### config.mk
export PLATFORM = sky130hd
export DESIGN_NAME = programmable_seq_generator
export DESIGN_NICKNAME = d
export VERILOG_FILES = /design/src/rtl/programmable_seq_generator.sv
export SDC_FILE = /design/constraint.sdc
export NUM_CORES = 1
export LEC_CHECK = 0
export CORE_MARGIN = 3
export CORE_UTILIZATION = 45
export DETAILED_ROUTE_END_ITERATION = 10
export HOLD_SLACK_MARGIN = 0.12
export PLACE_DENSITY = 0.74
export SETUP_SLACK_MARGIN = 0.1
export SLEW_MARGIN = 0
export SYNTH_ARGS = -nofsm -noshare
export SYNTH_HDL_FRONTEND = slang
export SYNTH_SLANG_ARGS = --single-unit
### constraint.sdc
create_clock -name clk -period 1.6 [get_ports clk]
set_input_delay 0.32 -clock clk [delete_from_list [all_inputs] [get_ports clk]]
set_output_delay 0.32 -clock clk [all_outputs]
set_load 0.005 [all_outputs]
### src/rtl/programmable_seq_generator.sv
// Programmable serial pattern generator: sends a captured pattern MSB first,
// a fixed number of times or continuously. Define PSG_GAP_EN for one idle GAP cycle between repetitions.
module programmable_seq_generator #(
    parameter int PAT_W = 5,
    parameter int REP_W = 4
) (
    input  logic             clk,
    input  logic             resetn,
    input  logic             load_valid,
    output logic             load_ready,
    input  logic [PAT_W-1:0] load_pat,
    input  logic [REP_W-1:0] load_reps,
    input  logic             abort,
    output logic             dout,
    output logic             dout_valid,
    output logic             frame_start,
    output logic             busy,
    output logic             done
);

    localparam int IDX_W = (PAT_W > 1) ? $clog2(PAT_W) : 1;
    localparam logic [IDX_W-1:0] IDX_MSB = IDX_W'(PAT_W - 1);

`ifdef PSG_GAP_EN
    typedef enum logic [1:0] {S_IDLE = 2'd0, S_SEND = 2'd1, S_GAP = 2'd2} state_e;
`else
    typedef enum logic [1:0] {S_IDLE = 2'd0, S_SEND = 2'd1} state_e;
`endif

    state_e             state_q, state_d;
    logic [PAT_W-1:0]   pat_q, pat_d;
    logic [IDX_W-1:0]   idx_q, idx_d;
    logic [REP_W-1:0]   reps_q, reps_d;
    logic               dout_q, dout_d;
    logic               vld_q, vld_d;
    logic               fs_q, fs_d;
    logic               busy_q, busy_d;
    logic               done_q, done_d;
    logic [IDX_W-1:0]   idx_dec;
    logic               last_rep;

    assign idx_dec  = idx_q - IDX_W'(1);
    // reps_q holds the repetitions still owed including the current one; 0 means run forever
    assign last_rep = (reps_q == REP_W'(1));

    assign load_ready  = (state_q == S_IDLE) && !abort;
    assign dout        = dout_q;
    assign dout_valid  = vld_q;
    assign frame_start = fs_q;
    assign busy        = busy_q;
    assign done        = done_q;

    always_comb begin
        state_d = state_q;
        pat_d   = pat_q;
        idx_d   = idx_q;
        reps_d  = reps_q;
        dout_d  = 1'b0;
        vld_d   = 1'b0;
        fs_d    = 1'b0;
        done_d  = 1'b0;
        case (state_q)
            S_IDLE: begin
                if (load_valid && load_ready) begin
                    pat_d   = load_pat;
                    reps_d  = load_reps;
                    idx_d   = IDX_MSB;
                    state_d = S_SEND;
                    dout_d  = load_pat[PAT_W-1];
                    vld_d   = 1'b1;
                    fs_d    = 1'b1;
                end
            end
            S_SEND: begin
                if (abort) begin
                    state_d = S_IDLE;
                end else if (idx_q != '0) begin
                    idx_d  = idx_dec;
                    dout_d = pat_q[idx_dec];
                    vld_d  = 1'b1;
                    done_d = (idx_q == IDX_W'(1)) && last_rep;
                end else if (last_rep) begin
                    state_d = S_IDLE;
                end else begin
                    // Saturate at 0 so continuous mode never starts counting
                    if (reps_q != '0)
                        reps_d = reps_q - REP_W'(1);
`ifdef PSG_GAP_EN
                    state_d = S_GAP;
`else
                    idx_d  = IDX_MSB;
                    dout_d = pat_q[PAT_W-1];
                    vld_d  = 1'b1;
                    fs_d   = 1'b1;
`endif
                end
            end
`ifdef PSG_GAP_EN
            S_GAP: begin
                if (abort) begin
                    state_d = S_IDLE;
                end else begin
                    state_d = S_SEND;
                    idx_d   = IDX_MSB;
                    dout_d  = pat_q[PAT_W-1];
                    vld_d   = 1'b1;
                    fs_d    = 1'b1;
                end
            end
`endif
            default: state_d = S_IDLE;
        endcase
        busy_d = (state_d != S_IDLE);
    end

    always_ff @(posedge clk or negedge resetn) begin
        if (!resetn) begin
            state_q <= S_IDLE;
            pat_q   <= '0;
            idx_q   <= '0;
            reps_q  <= '0;
            dout_q  <= 1'b0;
            vld_q   <= 1'b0;
            fs_q    <= 1'b0;
            busy_q  <= 1'b0;
            done_q  <= 1'b0;
        end else begin
            state_q <= state_d;
            pat_q   <= pat_d;
            idx_q   <= idx_d;
            reps_q  <= reps_d;
            dout_q  <= dout_d;
            vld_q   <= vld_d;
            fs_q    <= fs_d;
            busy_q  <= busy_d;
            done_q  <= done_d;
        end
    end

endmodule
Yosys cells after proc, flatten, opt, wreduce, memory -nomap -nowiden
Cells that the tools add are included.
{ "totals": {"register_bits": 19, "latchBits": 0, "ram_bits": 0, "romBits": 0, "inputBits": 13, "elab_cells": 67, "mem_count": 0} }
{ "op_classes": {"add_sub_neg": 2, "multipliers": 0, "div_mod_pow": 0, "n_lt_le_gt_ge": 1, "n_eq_ne": 9, "n_shift": 0, "n_mux": 34, "n_bitwise": 0, "n_reduce_logical": 12} }
{ "ops": {"columns": ["op", "count"], "rows": [
  ["2-to-1 mux 4 bit", 5],
  ["2-to-1 mux 1 bit", 14],
  ["2-to-1 mux 3 bit", 4],
  ["2-to-1 mux 2 bit", 4],
  ["!= test 2 bit, second input constant", 4],
  ["case mux 4 bit (2 select lines)", 1],
  ["case mux 1 bit (2 select lines)", 3],
  ["case mux 3 bit (2 select lines)", 1],
  ["AND reduction 6 bit", 1],
  ["equality test 4 x 1 -> 1 bit, second input constant", 1],
  ["less-than comparator 3 x 4 -> 1 bit, second input constant", 1],
  ["case mux 2 bit (2 select lines)", 1],
  ["AND reduction 4 bit", 1],
  ["nonzero test 2 bit", 2],
  ["nonzero test 4 bit", 1],
  ["subtractor 4 x 1 -> 4 bit, second input constant", 1],
  ["binary-select mux 1 bit (select 3 bit)", 1],
  ["equality test 3 x 1 -> 1 bit, second input constant", 1],
  ["logical AND 1 bit", 3],
  ["!= test 3 bit, second input constant", 1],
  ["nonzero test 3 bit", 1],
  ["subtractor 3 x 1 -> 3 bit, second input constant", 1],
  ["equality test 2 x 1 -> 1 bit, second input constant", 1],
  ["zero test 2 bit", 1],
  ["other kinds (3)", 3]
]} }

Logic depth before layout (Yosys ltp)
{ "logic_depth": {"ltp_word": 6, "depth_mapped": 6} }

Worst setup path after synthesis
OpenSTA, ideal clock, no wires.
{ "synth_timing": {"path_type": "register to register", "start": "register idx_q[0]", "end": "register reps_q[1]", "arrival_ns": 1.556, "t_required_ns": 1.521, "path_slack_ns": -0.035, "stages_incl_launch_ff": 7, "n_path_buf": 0, "cell_sequence": "dfrtp_1 > inv_1 > ha_1 > nor2b_1 > o311ai_1 > a21oi_1 > mux2i_1"} }
{ "synth_between": {"elab_chain_cells": 3} }
{ "synth_rtl": {"columns": ["item", "line_no", "text"], "rows": [
  ["start, declared", "32", "logic [IDX_W-1:0] idx_q, idx_d;"],
  ["start signal, assigned", "130", "idx_q <= idx_d;"],
  ["nonzero test 3 bit", "77", "end else if (idx_q != '0) begin"],
  ["!= test 2 bit (no source line)", null, null],
  ["AND reduction 6 bit (no source line)", null, null],
  ["end signal, assigned", "131", "reps_q <= reps_d;"],
  ["end, declared", "33", "logic [REP_W-1:0] reps_q, reps_d;"]
]} }
No other way between the ends.
A chain may end at the register's enable or synchronous reset.

Final worst setup path
{ "layout_timing": {"start": "register reps_q[1]", "end": "register reps_q[1]"} }
{ "layout_between": {"elab_chain_cells": 6, "elab_cells_between_ends": 11} }
{ "layout_rtl": {"columns": ["item", "line_no", "text"], "rows": [
  ["subtractor 4 x 1 -> 4 bit", "87", "reps_d = reps_q - REP_W'(1);"],
  ["2-to-1 mux 4 bit", "86", "if (reps_q != '0)"],
  ["2-to-1 mux 4 bit", "82", "end else if (last_rep) begin"],
  ["2-to-1 mux 4 bit", "77", null],
  ["2-to-1 mux 4 bit", "75", "if (abort) begin"],
  ["case mux 4 bit (2 select lines)", "62", "case (state_q)"]
]} }
Parallel ways exist; a longest one is shown, timed or not. The select of a mux whose other input is x is not followed.

==> metrics.sh <==
SYNTHESIS.NETS=106
PERIOD_NEEDED_NS=1.571
WORSTSKEWPAIRLATENCY_NS=0.31
WORST_IR_DROP_VDD_uV=832.0
SYNTH_CELL_TYPE_COUNT=32
REGTOREGSETUPSLACK_NS=0.03
RESULT_OF_THE_RUN='complete, no violations'
SYNTH_COMPOUND_GATE_AREA_SHARE=0.1211
MAX_CAP_VIOLATIONS=0
SIMPLE_GATE_FRACTION_OF_SYNTH_AREA=0.1662
WORST_CLOCK_SKEW_NS=0.01398
GLOBALROUTE.TOTALOVERFLOW=0
ANTENNA_FOUND_INITIAL=0
YOSYSTOPAREACELLSHARE=0.4897
CTS_HOLD_REPAIR.BUFFERS=0
DIE-WIDTH_UM=52.45
SYNTH_TOP_FAMILY_BY_AREA='simple AND/OR/NAND/NOR gates'
CTS_TREE='yes'
SYNTH_TOP_CELLS_BY_COUNT='19 x dfrtp_1, 8 x nand2_1, 7 x inv_1'
CP-END-KIND='flip-flop'
TIMING.FINAL.MAX_SLEW_VIOLATIONS=0
CTS-BUFFERS-INSERTED=3
YS_WARN_COUNT=0
LARGEST_CELLS_BY_AREA_AFTER_SYNTHESIS='dfrtp_1 49%, ha_1 7.7%, mux2_2 4.6%'
GRT.TOTAL_USAGE=0.1928
FINALHOLDVIOLATIONS=0
NETLIST_AREA_PRE_PLACE_UM2=970.9
DRTPASS1ITERATIONS=4
GRT_FIRST_PASS_WIRELENGTH_UM=3795
ROUTABILITY_CONG=0.7655
REGTOREGSTARTPOINT='reps_q[1]$_DFFE_PN0P_'
SETUP_VIOLATIONS=0
LAYOUT-AREA-OVERHEAD-VS-SYNTH_PCT=53.35
POST-ROUTE-PERIOD-UTIL=0.9816
P_PER_AREA_mW_PER_MM2=1238
SYNTH_TOP_AREA_CELL='dfrtp_1'
DIEAREA_MM2=0.002751
CP_DATA_ARRIVAL_TIME_NS=1.75
SYNTH_SEQUENTIAL_AREA_RATIO=0.4897
SYNTH.FF_LATCH_COUNT=19
DRT-WIRELENGTH-PER-CELL_UM=15.81
SYNTHCELLS=87
CLOCK_SINK_COUNT=19
NUMBER_OF_FLOPS_MAPPED_TO_ENABLE_CELLS_BY_YOSYS=0
CRITPATHREQUIREDTIME_NS=1.78
CTS.HTREE.LEVELS=1
REG2REG_DEPTH=7
TIMING.SETUP.TNS_NS=0
PLACEMENT_ROWS=16
ASYNC_RESET_FF_FRAC=1.000
GRT_PASS1_VIAS=867
CTS_MAX_PATH_BUFFERS=2
POWER_mW=1.844
SYNTHXORXNORAREAFRAC=0.009021
GRT_MAX_DEGREE=20
VIAS_PER_CELL=5.292
PATH_TYPE_OF_THE_WORST_MIN_DELAY_PATH='input pin to asynchronous set/reset pin'
FILLERS=150
CLKTRANSATPATHREGS_NS=0.11
POSTLAYOUTSETUPSLACKWORST_NS=0.02946
ANTENNA_CELLS=0
WORST-SETUP-PATH-TYPE='flip-flop to flip-flop'
FINAL_NETS=147
P_LEAK_nW=0.6448
RSZ0062_AT_GRT='yes'
DRCVIOLATIONCOUNT=0
CLOCKROOTBUFFER='clkbuf_4'
POST-SYNTH-TOP-COUNT-CELL='dfrtp_1'
IO_BUFFER_COUNT=18
DRT_FIRST_ITER_VIOLATIONS=16
ROUTED_WIRELENGTH_UM=2434
POSTSYNTH.TOPFLOPCELL='dfrtp_1'
WORSTSETUPSTARTPOINTTYPE='flip-flop'
MAX_FREQ_MHz=636.7
DPL_CELL_AREA_MM2=0.001262
PRECTSSETUPSLACK_NS=-0.2888
INITIAL_UTILIZATION=0.4850
DRIVE_GT1_FRAC=0.4882
SYN_AVG_CELL_AREA_UM2=11.16
REGTOREGENDPOINT='reps_q[1]$_DFFE_PN0P_'
WORSTPATHMAXFANOUT=4
DIEHEIGHT_UM=52.45
DPL.HPWL_UM=1437
POST_SYNTH_FA_HA_MAJ_AREA_FRACTION=0.07732
POSTLAYOUTCELLAREA_MM2=0.001489
HOLD_WS_NS=0.3364
DESIGN.PORTCOUNT=19
DRTANTENNAVIOLNETS=0
SYNTH.AREA.MUX_SHARE=0.09021
VIAS=815
CORE_AREA_MM2=0.002002
routing by layer:
layer  global-route usage  vias up  wire length, um
met5                    0        -                0
met4              0.09787        0               48
met3              0.04274        5               98
met2               0.3306       21             1293
met1               0.2224      403              994
li1                     -      386                -
registers in the layout, indices dropped and copies added, names as in the netlist, 2 cells and up:
register,flops
reps_q,4
state_q,2
idx_q,3
pat_q,5
worst max-delay path by stage:
stage | start | endpoint | slack (ns) | cells past startpoint
after floorplan | idx_q[0]$_DFFE_PN0P_ | idx_q[2]$_DFFE_PN0P_ | 0.09 | 6
after global placement | abort | load_ready | -0.31 | 3
after detailed placement | abort | load_ready | -0.29 | 3
after CTS | idx_q[1]$_DFFE_PN0P_ | reps_q[1]$_DFFE_PN0P_ | 0.08 | 7
after global routing | reps_q[1]$_DFFE_PN0P_ | reps_q[2]$_DFFE_PN0P_ | -0.03 | 7
final | reps_q[1]$_DFFE_PN0P_ | reps_q[1]$_DFFE_PN0P_ | 0.03 | 7
placed cells by master, fill, tap and decap left out, drive strengths merged, types with 3 or more instances in the layout:
master / n
a221oi: 3
a2bb2oi: 3
buf: 20
clkbuf: 5
clkdlybuf4s50: 15
dfrtp: 19
ha: 6
inv: 7
mux2: 4
nand2: 8
nand3: 3
nor2: 6
or3: 4
worst max-delay path, stage by stage (launching register included):
cell and delay (ns):
dfrtp_1 0.41, inv_2 0.12, ha_4 0.15, nor2_2 0.05, o311ai_4 0.32, a21oi_1 0.12
buf_4 0.17, mux2i_1 0.12
repair_timing:
action | 4_1_cts | 5_1_grt
gates resized for setup | 17 | 16
endpoints found under the setup margin | 10 | 12
pin swaps | 6 | 6
setup buffers | 8 | 3
power by group:
group	leakage [nW]	internal, mW	switching [mW]
Clock	0.0150	0.0974	0.140
Sequential	0.233	0.592	0.123
Combinational	0.396	0.486	0.406
Total	0.645	1.17	0.669
logic make-up after synthesis:
| family | after synthesis |
|---|---|
| AOI/OAI and AO/OA | 15 |
| xor gates and xnor gates | 1 |
| adders and majority gates | 6 |
| buffers and inverters | 9 |
| DFF | 19 |
| muxes | 7 |
| other | 1 |
| and+or+nand+nor | 29 |
cell type report:
type / instances / area, um^2 / share of cell area
Multi-Input combinational cell: 59 / 599.3 / 0.4025
Sequential cell: 19 / 476.7 / 0.3202
Timing Repair Buffer: 38 / 326.6 / 0.2193
Tap cell: 27 / 33.78 / 0.02269
Clock buffer: 4 / 26.28 / 0.01765
Inverter: 7 / 26.28 / 0.01765
stage by stage:
step	util	std cells
final	0.7438	154
after global routing	0.7438	154
after CTS	0.7038	152
after detailed placement	0.6306	140
after global placement	0.6306	140
after floorplan	-	87
(Power assumes the default switching activity.)
